File: config.mk
export PLATFORM = sky130hd
export DESIGN_NAME = mask_rng_multi
export DESIGN_NICKNAME = d
export VERILOG_FILES = /design/src/rtl/mask_rng_multi.sv
export SDC_FILE = /design/constraint.sdc
export NUM_CORES = 1
export LEC_CHECK = 0
export BUFFER_PORTS_ARGS = -buffer_cell sky130_fd_sc_hd__clkbuf_2
export CORE_MARGIN = 3
export CORE_UTILIZATION = 55
export CTS_CLUSTER_SIZE = 10
export DETAILED_ROUTE_END_ITERATION = 6
export GPL_TIMING_DRIVEN = 0
export PLACE_DENSITY_LB_ADDON = 0.3
export SETUP_SLACK_MARGIN = 0.1
export SLEW_MARGIN = 20
export SYNTH_ARGS = -nofsm -noshare
export SYNTH_HDL_FRONTEND = slang
export SYNTH_SLANG_ARGS = --single-unit
File: constraint.sdc
create_clock -name clk -period 2.3 [get_ports clk]
set_input_delay 0.46 -clock clk [delete_from_list [all_inputs] [get_ports clk]]
set_output_delay 0.46 -clock clk [all_outputs]
set_load 0.05 [all_outputs]
File: src/rtl/mask_rng_multi.sv
// Multi-lane xorshift32 mask generator: two-beat seed load, programmable warm-up,
// then CHANNELS mask words per valid/ready beat in truncate or rejection-below-Q mode.
module mask_rng_multi #(
    parameter int          COEFF_SZ  = 16,
    parameter int          CHANNELS  = 4,
    parameter int          MASK_BITS = 11,
    parameter int          QBITS     = 12,
    parameter int          KYBER_Q   = 3329,
    parameter int          MODE      = 0,
    parameter int          WARMUP    = 4,
    parameter logic [31:0] S1        = 32'h40bfe3a7
) (
    input  logic                         clk,
    input  logic                         rst,
    input  logic                         seed_valid,
    input  logic [COEFF_SZ-1:0]          seed_data,
    output logic                         seed_ready,
    output logic                         rand_valid,
    input  logic                         rand_ready,
    output logic [CHANNELS*COEFF_SZ-1:0] rand_data,
    output logic                         busy
);
    typedef enum logic [1:0] {ST_IDLE, ST_LOAD, ST_WARMUP, ST_RUN} state_t;

    localparam logic [31:0]         GOLDEN    = 32'h9E3779B9;
    localparam logic [COEFF_SZ-1:0] Q_BOUND   = COEFF_SZ'(KYBER_Q);
    localparam logic [7:0]          WARM_LAST = 8'(WARMUP - 1);
    localparam int                  KEEP_BITS = (MODE == 0) ? MASK_BITS : QBITS;

    function automatic logic [31:0] xs32(input logic [31:0] x);
        logic [31:0] y;
        y = x ^ (x << 13);
        y = y ^ (y >> 17);
        y = y ^ (y << 5);
        return y;
    endfunction

    function automatic logic [31:0] seed_lane(input int idx, input logic [31:0] seed32);
        logic [31:0] s;
        s = S1 ^ seed32 ^ (32'(idx) * GOLDEN);
        return (s == '0) ? S1 : s;  // xorshift never leaves the all-zero state
    endfunction

    function automatic logic [COEFF_SZ-1:0] lane_word(input logic [31:0] s);
        logic [COEFF_SZ-1:0] w;
        w = '0;
        for (int b = 0; b < COEFF_SZ; b++)
            if (b < KEEP_BITS) w[b] = s[b];
        return w;
    endfunction

    state_t                       state, state_nxt;
    logic [31:0]                  lane     [CHANNELS];
    logic [31:0]                  lane_nxt [CHANNELS];
    logic [15:0]                  beat0, beat0_nxt;
    logic [7:0]                   warm_cnt, warm_nxt;
    logic                         valid_nxt, step, seed_acc;
    logic [CHANNELS*COEFF_SZ-1:0] rand_nxt;

    assign seed_ready = (state != ST_WARMUP);
    assign busy       = (state == ST_LOAD) || (state == ST_WARMUP);
    assign seed_acc   = seed_valid & seed_ready;

    // NOTE: every variable gets a default first so no path through the case can infer a latch.
    always_comb begin
        state_nxt = state;
        beat0_nxt = beat0;
        warm_nxt  = warm_cnt;
        step      = 1'b0;
        for (int i = 0; i < CHANNELS; i++) lane_nxt[i] = lane[i];

        case (state)
            ST_IDLE: begin
                if (seed_acc) begin
                    beat0_nxt = seed_data[15:0];
                    state_nxt = ST_LOAD;
                end
            end
            ST_LOAD: begin
                if (seed_acc) begin
                    for (int i = 0; i < CHANNELS; i++)
                        lane_nxt[i] = seed_lane(i, {beat0, seed_data[15:0]});
                    warm_nxt  = '0;
                    state_nxt = (WARMUP == 0) ? ST_RUN : ST_WARMUP;
                end
            end
            ST_WARMUP: begin
                step     = 1'b1;
                warm_nxt = warm_cnt + 8'd1;
                if (warm_cnt == WARM_LAST) state_nxt = ST_RUN;
            end
            ST_RUN: begin
                // A rejected set is discarded without waiting for the consumer.
                step = !rand_valid || rand_ready;
                if (seed_acc) begin
                    beat0_nxt = seed_data[15:0];
                    state_nxt = ST_LOAD;
                end
            end
            default: state_nxt = ST_IDLE;
        endcase

        if (step)
            for (int i = 0; i < CHANNELS; i++) lane_nxt[i] = xs32(lane[i]);

        // Outputs are registered images of the lane states they describe.
        valid_nxt = 1'b0;
        rand_nxt  = '0;
        if (state_nxt == ST_RUN) begin
            valid_nxt = 1'b1;
            for (int i = 0; i < CHANNELS; i++) begin
                rand_nxt[i*COEFF_SZ +: COEFF_SZ] = lane_word(lane_nxt[i]);
                if (MODE != 0 && lane_word(lane_nxt[i]) >= Q_BOUND) valid_nxt = 1'b0;
            end
        end
    end

    // NOTE: sequential state uses non-blocking assignments only; the lane array is reset like any flop.
    always_ff @(posedge clk) begin
        if (rst) begin
            state      <= ST_IDLE;
            beat0      <= '0;
            warm_cnt   <= '0;
            rand_valid <= 1'b0;
            rand_data  <= '0;
            for (int i = 0; i < CHANNELS; i++) lane[i] <= S1;
        end else begin
            state      <= state_nxt;
            beat0      <= beat0_nxt;
            warm_cnt   <= warm_nxt;
            rand_valid <= valid_nxt;
            rand_data  <= rand_nxt;
            for (int i = 0; i < CHANNELS; i++) lane[i] <= lane_nxt[i];
        end
    end

endmodule

==> summary.md, run 1 <==
| Metric | Value |
|---|---|
| Clk sinks | between 150 and 200 |
| Largest buffer count on any clock path | 2 |
| Insertion delay to the later sink of the worst-skew pair | ~0.46 ns |
| Pwr per Cell Area | roughly 1700 nW/um^2 |
| Area of the die | between 20000 and 25000 um^2 |
| Setup_tns | -0.0841 ns |
| Pre-CTS setup slack | -1.28 ns |
| Cells after Synth | between 1000 and 1500 |
| Maximum number of pins on one net before global-route repair | 20 |
| Die Span Y | between 100 and 150 um |
| Min setup slack post-route | -0.0728 ns |
| Most common library cell in the layout ignoring fill and taps | sky130_fd_sc_hd__dfxtp_1 |
| TritonCTS clock tree | built |
| Most used flip-flop cell after synthesis | sky130_fd_sc_hd__dfxtp_1 |
| Time the final worst path needs with I/O delays and setup | about 2.4 ns |
| Buffer and inverter count on the worst path | 2 |
| Distinct cells, synth | 67 |
| Setup violations, final | 3 |
| Buffer type at the clock tree root | sky130_fd_sc_hd__clkbuf_16 |
| Number of clock buffers inserted by TritonCTS | 17 |
| Hold WC Path Type | input pin to flip-flop |
| Period Utilization, post-route | 1.03 |
| Via count of the first global-routing pass | about 10000 |
| Number of enable flip-flop cells after synthesis | 0 |
| VDD IR max | approximately 0.83 mV |
| Buffers added on ports | 65 |
| Worst Clk Skew | 0.00908 ns |
| Total number of vias | between 10000 and 15000 |
| Async set or reset register ratio after synthesis | 0 |
| Synthesis-to-layout area growth | 24.3% |
| Drt wl/cell | about 28 um |
| Maximum operating frequency | ~420 MHz |
| Total leakage power | just over 0.005 uW |
| CP Data Arrival Time | ~2.8 ns |
| Synth top area share | 0.366 |
| Max cap viols | 0 |
| Worst setup EP type | flip-flop |
| Top Family by Delay on Critical Path | simple AND/OR/NAND/NOR gates |
| Startpoint of the most critical register-to-register path | beat0[12]$_SDFFE_PP0P_ |
| Antenna violations before repair | 1 |
| Hold Startpoint | seed_data[12] |
| H-tree lvl count | 4 |
| Highest-count cells in the layout ignoring fill and taps | sky130_fd_sc_hd__dfxtp_1, sky130_fd_sc_hd__xnor2_1, sky130_fd_sc_hd__nor2_1, sky130_fd_sc_hd__nand2_1, sky130_fd_sc_hd__a21oi_1 |
| Area contributors post-synth | sky130_fd_sc_hd__dfxtp_1, sky130_fd_sc_hd__xnor2_1, sky130_fd_sc_hd__a21oi_1 |
| Post-synthesis instance area | around 11000 um^2 |
| Actual slew at the worst max-slew pin | around 1.1 ns |
| Placeable core area | ~19000 um^2 |
| Starting density of the core | 0.571 |
| Final hold slack | between 0.3 and 0.4 ns |
| Number of placement rows | 50 |
| #FFs+latches synth | slightly below 200 |
| RSZ-0062 raised after global routing | yes |
| Portion of the post-synthesis area used by sequential elements | 0.366 |
| CP dominant cell by count | sky130_fd_sc_hd__or4_4 |
| Post-detailed-route DRC marker count | 0 |
| Yosys synthesis warning count | 0 |
| Width of the chip | 147 um |
| HPWL after detailed placement | 32.9 mm |
| Clock transition at the registers of the reported paths | about 0.070 ns |
| Timing startpoint of the critical path | seed_data[13] |
| Crit-path max cell delay | ~0.59 ns |
| Overflow left after global routing | 0 |
| Worst r2r path cells | 6 |
| Placer congestion estimate | 1.07 |
| Top-Level Pins | slightly below 90 |
| Biggest area consumer among synthesized cells | sky130_fd_sc_hd__dfxtp_1 |
| Hold path cells | 3 |
| Number of nets in the finished design | about 1400 |
| Result of the run | finished with violations |
| Category of the worst setup path launch point | input pin |
| Max-slew headroom | 0.288 |
| Slowest stage cell on the critical path | sky130_fd_sc_hd__or4b_4 |
| Final Slew Violations | 0 |
| CP required | 2.68 ns |
| Proportion of layout cells with a drive suffix above 1 | 0.233 |
| Total GRT Usage | 0.426 |
| Cell depth of the worst setup path | 7 |
| Classification of the worst setup path | input pin to flip-flop |
| 1st-iter DRT viols | 1751 |
| Vias per cell | around 6.5 |
| List of cells traversed by the critical path | clkbuf_2 > or4b_4 > or4_4 > buf_6 > or4_4 > and3_4 > o21ai_2 |
| Total routed wirelength | 47.4 mm |
| Number of iterations in the first detailed-routing pass | 5 |
| Routed Antenna Nets | 0 |
| Final hold violation count | 0 |
| Wire length of the first global-routing pass | slightly below 70 mm |
| Maximum fanout along the worst path | 7 |
| Violations in the final reports | setup timing |
| Mean post-synth cell area | between 8 and 9 um^2 |
-- routing by layer --
layer / share of wire / global-route usage
met1: 0.37 / 0.556
met2: 0.41 / 0.611
met3: 0.15 / 0.154
met4: 0.066 / 0.234
met5: 0.00027 / 0
-- final cells by class --
class,count,area [um^2]
Buffer,98,831
Multi-Input combinational cell,984,7000
Tap cell,260,325
Fill cell,1524,5540
Clock buffer,18,439
Antenna cell,1,2.50
Clock inverter,14,185
Sequential cell,199,4030
Timing Repair Buffer,105,666
Inverter,15,63.8
-- cell usage after synthesis, drive strengths merged (9+ instances only) --
master / n
clkbuf: 70
xnor2: 160
buf: 29
nor4: 9
o221ai: 22
nor2: 124
a211oi: 14
o21a: 9
a21oi: 109
and2: 19
o22ai: 13
nand2b: 16
inv: 15
nand3: 24
xor2: 60
nor2b: 9
a2bb2oi: 13
nand2: 107
xnor3: 15
o22a: 12
o21ai: 77
dfxtp: 199
nor3: 29
-- sequential cells by signal, indices dropped and copies added, names as in the netlist --
name,flops
beat0,16
lane,128
rand_data,44
rand_valid,1
state,2
warm_cnt,8
-- cell families (layout without fill, tap and decap cells) --
family / after synthesis / after routing / synth area share
XOR/XNOR: 237 / 237 / 0.212
adder cells (fa/ha/maj): 4 / 4 / 0.00460
AO/OA/AOI/OAI: 337 / 337 / 0.199
AND/OR/NAND/NOR: 383 / 383 / 0.168
multiplexers: 3 / 3 / 0.00310
other: 1 / 21 / 0.000344
buffers and inverters: 114 / 250 / 0.0471
flip-flops: 199 / 199 / 0.366
-- worst paths after layout --
| check | slack, ns | end |
|---|---|---|
| worst max-delay path | -0.07 | lane[2][21]$_SDFFE_PP1P_ |
| worst min-delay path | 0.31 | beat0[12]$_SDFFE_PP0P_ |
| worst max register to register | -0.04 | lane[2][21]$_SDFFE_PP1P_ |
| worst min register to register | 0.47 | lane[3][25]$_SDFFE_PP0P_ |
-- worst reg2reg max path: cells and delay by family (launching register included) --
| family | cells | cell delay (ns) |
|---|---|---|
| and+or+nand+nor | 4 | 1.64 |
| DFF | 1 | 0.36 |
| AOI/OAI and AO/OA | 1 | 0.13 |
| buffers and inverters | 1 | 0.15 |
-- per-stage QoR --
| step | area, um^2 | cells | utilization | power, uW |
|---|---|---|---|---|
| 2_1_floorplan | 11000 | 1297 | - | 14400 |
| 3_3_place_gp | 11600 | 1622 | 0.610 | 17600 |
| 3_5_place_dp | 11600 | 1622 | 0.610 | 17700 |
| 4_1_cts | 13100 | 1681 | 0.688 | 21800 |
| 5_1_grt | 13500 | 1693 | 0.709 | 23700 |
| 6_report | 13500 | 1694 | 0.709 | 22800 |
-- power breakdown --
group / internal (uW) / leakage, uW / switching, uW
Clock: 1690 / 0.000299 / 1540
Combinational: 5800 / 0.00327 / 7990
Sequential: 4480 / 0.00163 / 1300
Total: 12000 / 0.00520 / 10800
-- timing repair --
action / in CTS / in global routing
pin swaps: 14 / 24
endpoints found under the setup margin: 184 / 179
buffers inserted: 28 / 11
hold buffers: 0 / 0
cloned: 0 / 1
resized for setup: 190 / 112
(Power assumes the default switching activity.)
==> run 2: changes to the inputs <==
- CAP_MARGIN: not set -> 25
- PLACE_DENSITY_LB_ADDON: 0.3 -> 0.2
==> run 2 against run 1 <==
Effect of this change:
- the flow finishes with violations (DRC, setup timing)
- setup slack better by 0.0038 ns
- via count down 0.68%
- clock skew up 0.0050 ns
- largest cell class unchanged
- critical path depth down 3
- global-route usage down 0.54 points
- sequential share of layout area up 0.37 points
- register-to-register slack better by 0.03 ns
- count of clock-buffer cells in the layout down 1
==> summary.md, run 2 (synthesis results as in run 1) <==
| Metric | Value |
|---|---|
| Result of the run | finished with violations |
| Violations in the final reports | DRC, setup timing |
| Total number of vias | 11000 (-0.68%) |
| Insertion delay to the later sink of the worst-skew pair | 0.47 ns (about the same) |
| End of the worst hold path | beat0[9]$_SDFFE_PP0P_ |
| Overflow left after global routing | 0 (unchanged) |
| Hold WC Path Type | input pin to flip-flop |
| Pre-CTS setup slack | -1.34 ns (-0.0602 ns) |
| Hold-fix buffer count after cts | 0 (unchanged) |
| Worst-case register-to-register setup slack | -0.01 ns (+0.03 ns) |
| Setup_tns | -0.540 ns (-0.456 ns) |
| Largest buffer count on any clock path | 2 (unchanged) |
| Register with the highest flop count | lane |
| Actual slew at the worst max-slew pin | 1.07 ns (-0.00205 ns) |
| Proportion of layout cells with a drive suffix above 1 | 0.221 (-0.0123) |
| Registers with the most flip-flops | lane (128), rand_data (44), beat0 (16) |
| Most common library cell in the layout ignoring fill and taps | sky130_fd_sc_hd__dfxtp_1 |
| Via count of the first global-routing pass | 10100 (-2.7%) |
| Slowest stage cell on the critical path | sky130_fd_sc_hd__clkbuf_1 |
| Classification of the worst setup path | input pin to flip-flop |
| Total GRT Usage | 0.420 (-0.00538) |
| TritonCTS clock tree | built |
| Placer congestion estimate | 1.06 (-0.67%) |
| Top-Level Pins | 87 (unchanged) |
| Clk sinks | 199 (unchanged) |
| Max cap viols | 0 (unchanged) |
| Vias per cell | 6.48 (-0.50%) |
| Routed Antenna Nets | 0 (unchanged) |
| Buffer and inverter count on the worst path | 3 (+1) |
| Category of the worst setup path launch point | input pin |
| Hold path cells | 3 (unchanged) |
| Switching power of the nets | 10800 uW (-0.67%) |
| Number of clock buffers inserted by TritonCTS | 17 (unchanged) |
| Period Utilization, post-route | 1.03 (-0.00164) |
| RSZ-0062 raised after global routing | yes |
| Antenna violations before repair | 1 (unchanged) |
| CP Data Arrival Time | 2.68 ns (-0.08 ns) |
| VDD IR max | 0.881 mV (+5.8%) |
| List of cells traversed by the critical path | clkbuf_1 > clkbuf_1 > clkbuf_1 > nor2_1 |
| Highest-count cells in the layout ignoring fill and taps | sky130_fd_sc_hd__dfxtp_1, sky130_fd_sc_hd__xnor2_1, sky130_fd_sc_hd__nor2_1, sky130_fd_sc_hd__nand2_1, sky130_fd_sc_hd__a21oi_1 |
| Total leakage power | 0.00518 uW (-0.44%) |
| Pwr per Cell Area | 1670 nW/um^2 (-0.78%) |
| Maximum fanout along the worst path | 10 (+3) |
| CP required | 2.61 ns (-0.07 ns) |
| Post-detailed-route DRC marker count | 1 (+1) |
| Part of the power in registers | 0.257 (+0.003) |
| Hold Startpoint | seed_data[9] |
| Min setup slack post-route | -0.0691 ns (+0.00377 ns) |
| 1st-iter DRT viols | 1698 (-3.0%) |
| Die Span Y | 147 um (unchanged) |
| Crit-path max cell delay | 0.83 ns (+0.24 ns) |
| ANT cells | 0 (-1) |
| Met3 Resource Use GR | 0.109 (-0.0453) |
| Area of the die | 21500 um^2 (unchanged) |
| Time the final worst path needs with I/O delays and setup | 2.37 ns (-0.00377 ns) |
| Internal power | 11600 uW (-3.3%) |
| Number of nets in the finished design | 1442 (-0.14%) |
| Cells after DPL | 1622 (unchanged) |
| Buffers added on ports | 65 (unchanged) |
| Width of the chip | 147 um (unchanged) |
| Drt wl/cell | 27.6 um (-1.4%) |
| Buffer type at the clock tree root | sky130_fd_sc_hd__clkbuf_16 |
| Synthesis-to-layout area growth | 22.8% |
| Global route hottest layer | met2 |
| Met2 Track Usage GR | 0.605 (-0.00576) |
| H-tree lvl count | 4 (unchanged) |
| CP dominant cell by count | sky130_fd_sc_hd__clkbuf_1 |
| Final Slew Violations | 0 (unchanged) |
| Worst Clk Skew | 0.0140 ns (+0.00495 ns) |
| Top Family by Delay on Critical Path | buffers and inverters |
| Clock network fraction of design power | 0.140 (about the same) |
| Setup violations, final | 16 (+13) |
| Starting density of the core | 0.571 (unchanged) |
| Max-slew headroom | 0.290 (+0.00137) |
| Largest register FFs | 128 (unchanged) |
| Comb pwr share | 0.603 (-0.002) |
| Maximum operating frequency | 422 MHz (+0.16%) |
| Worst r2r path cells | 6 (unchanged) |
| Routing usage on met1 | 0.572 (+0.0155) |
| Final cell count without fillers | 1691 (-0.18%) |
| Total routed wirelength | 46.7 mm (-1.6%) |
| Number of iterations in the first detailed-routing pass | 7 (+2) |
| Final Util | 0.701 (-0.00892) |
| RR Endpoint | lane[2][21]$_SDFFE_PP1P_ |
| Wire length of the first global-routing pass | 66.5 mm (-1.5%) |
| Clock transition at the registers of the reported paths | 0.08 ns (about the same) |
| HPWL after detailed placement | 32.9 mm (+0.16%) |
| Maximum number of pins on one net before global-route repair | 22 (+10%) |
| Worst setup EP type | flip-flop |
| Switching part of the total | 0.482 (+0.00660) |
| Number of placement rows | 50 (unchanged) |
| Final hold violation count | 0 (unchanged) |
| Startpoint of the most critical register-to-register path | beat0[12]$_SDFFE_PP0P_ |
| Placeable core area | 19100 um^2 (unchanged) |
[run 2: cell count changes in the layout (fill, tap and decap cells not counted), moves of 3 or more]
cell / previous run / this run
sky130_fd_sc_hd__clkbuf_8: 13 / 7
sky130_fd_sc_hd__a2111oi_1: 3 / 0
sky130_fd_sc_hd__o221ai_2: 8 / 4
sky130_fd_sc_hd__o21ai_2: 5 / 2
sky130_fd_sc_hd__o221ai_4: 3 / 0
sky130_fd_sc_hd__a21oi_1: 94 / 101
sky130_fd_sc_hd__o221ai_1: 11 / 18
sky130_fd_sc_hd__a2111oi_4: 0 / 3
sky130_fd_sc_hd__buf_4: 57 / 67
sky130_fd_sc_hd__a21oi_2: 13 / 5
sky130_fd_sc_hd__o21ai_1: 3 / 7
sky130_fd_sc_hd__clkbuf_2: 77 / 73
[run 2: how the worst max path moves through the flow]
stage	start	endpoint	slack, ns	cells after the start
global route	rst	lane[0][6]$_SDFF_PP0_	-0.06	4
floorplan	seed_data[8]	lane[3][23]$_SDFFE_PP1P_	-0.06	6
detailed placement	state[0]$_SDFF_PP0_	lane[3][2]$_SDFF_PP1_	-1.34	9
finish	rst	lane[2][6]$_SDFF_PP0_	-0.07	4
CTS	beat0[12]$_SDFFE_PP0P_	lane[2][21]$_SDFFE_PP1P_	-0.03	6
global placement	state[0]$_SDFF_PP0_	lane[2][30]$_SDFFE_PP1P_	-1.20	8
[run 2: final cells by class]
cell class | instances | area (um^2)
Timing Repair Buffer | 103 | 649
Inverter | 15 | 60.1
Sequential cell | 199 | 4030
Buffer | 98 | 761
Clock inverter | 15 | 173
Tap cell | 260 | 325
Clock buffer | 17 | 425
Fill cell | 1580 | 5710
Multi-Input combinational cell | 984 | 6950
[run 2: worst min-delay path, cell delays in order]
cell and delay (ns):
sky130_fd_sc_hd__clkbuf_2 0.14, sky130_fd_sc_hd__nand2_1 0.08, sky130_fd_sc_hd__a21oi_1 0.05
[run 2: stage by stage]
| stage | power (uW) | hold slack [ns] | cell area (um^2) |
|---|---|---|---|
| final | 22300 | 0.307 | 13400 |
| after global routing | 23200 | 0.344 | 13400 |
| after CTS | 21500 | 0.306 | 13000 |
| after detailed placement | 17700 | 0.464 | 11600 |
| after global placement | 17500 | 0.467 | 11600 |
| after floorplan | 14400 | 0.448 | 11000 |
[run 2: power by group through the flow]
stage	clock, uW	combinational, uW	sequential [uW]
6_report	3120	13500	5740
5_1_grt	3200	14200	5810
4_1_cts	3070	12700	5660
3_5_place_dp	0	12000	5700
3_3_place_gp	0	11900	5670
2_1_floorplan	0	8700	5730
[run 2: repair_timing]
action                                  CTS  global route
gates resized for setup                 194            83
endpoints found under the hold margin     0             0
buffers inserted                         26            12
endpoints found under the setup margin  181           154
pin swaps                                14            16
[run 2: layer usage]
| layer | vias up | share of wire |
|---|---|---|
| li1 | 4710 | - |
| met1 | 5155 | 0.38 |
| met2 | 899 | 0.41 |
| met3 | 197 | 0.15 |
| met4 | 2 | 0.066 |
| met5 | - | 0.00026 |
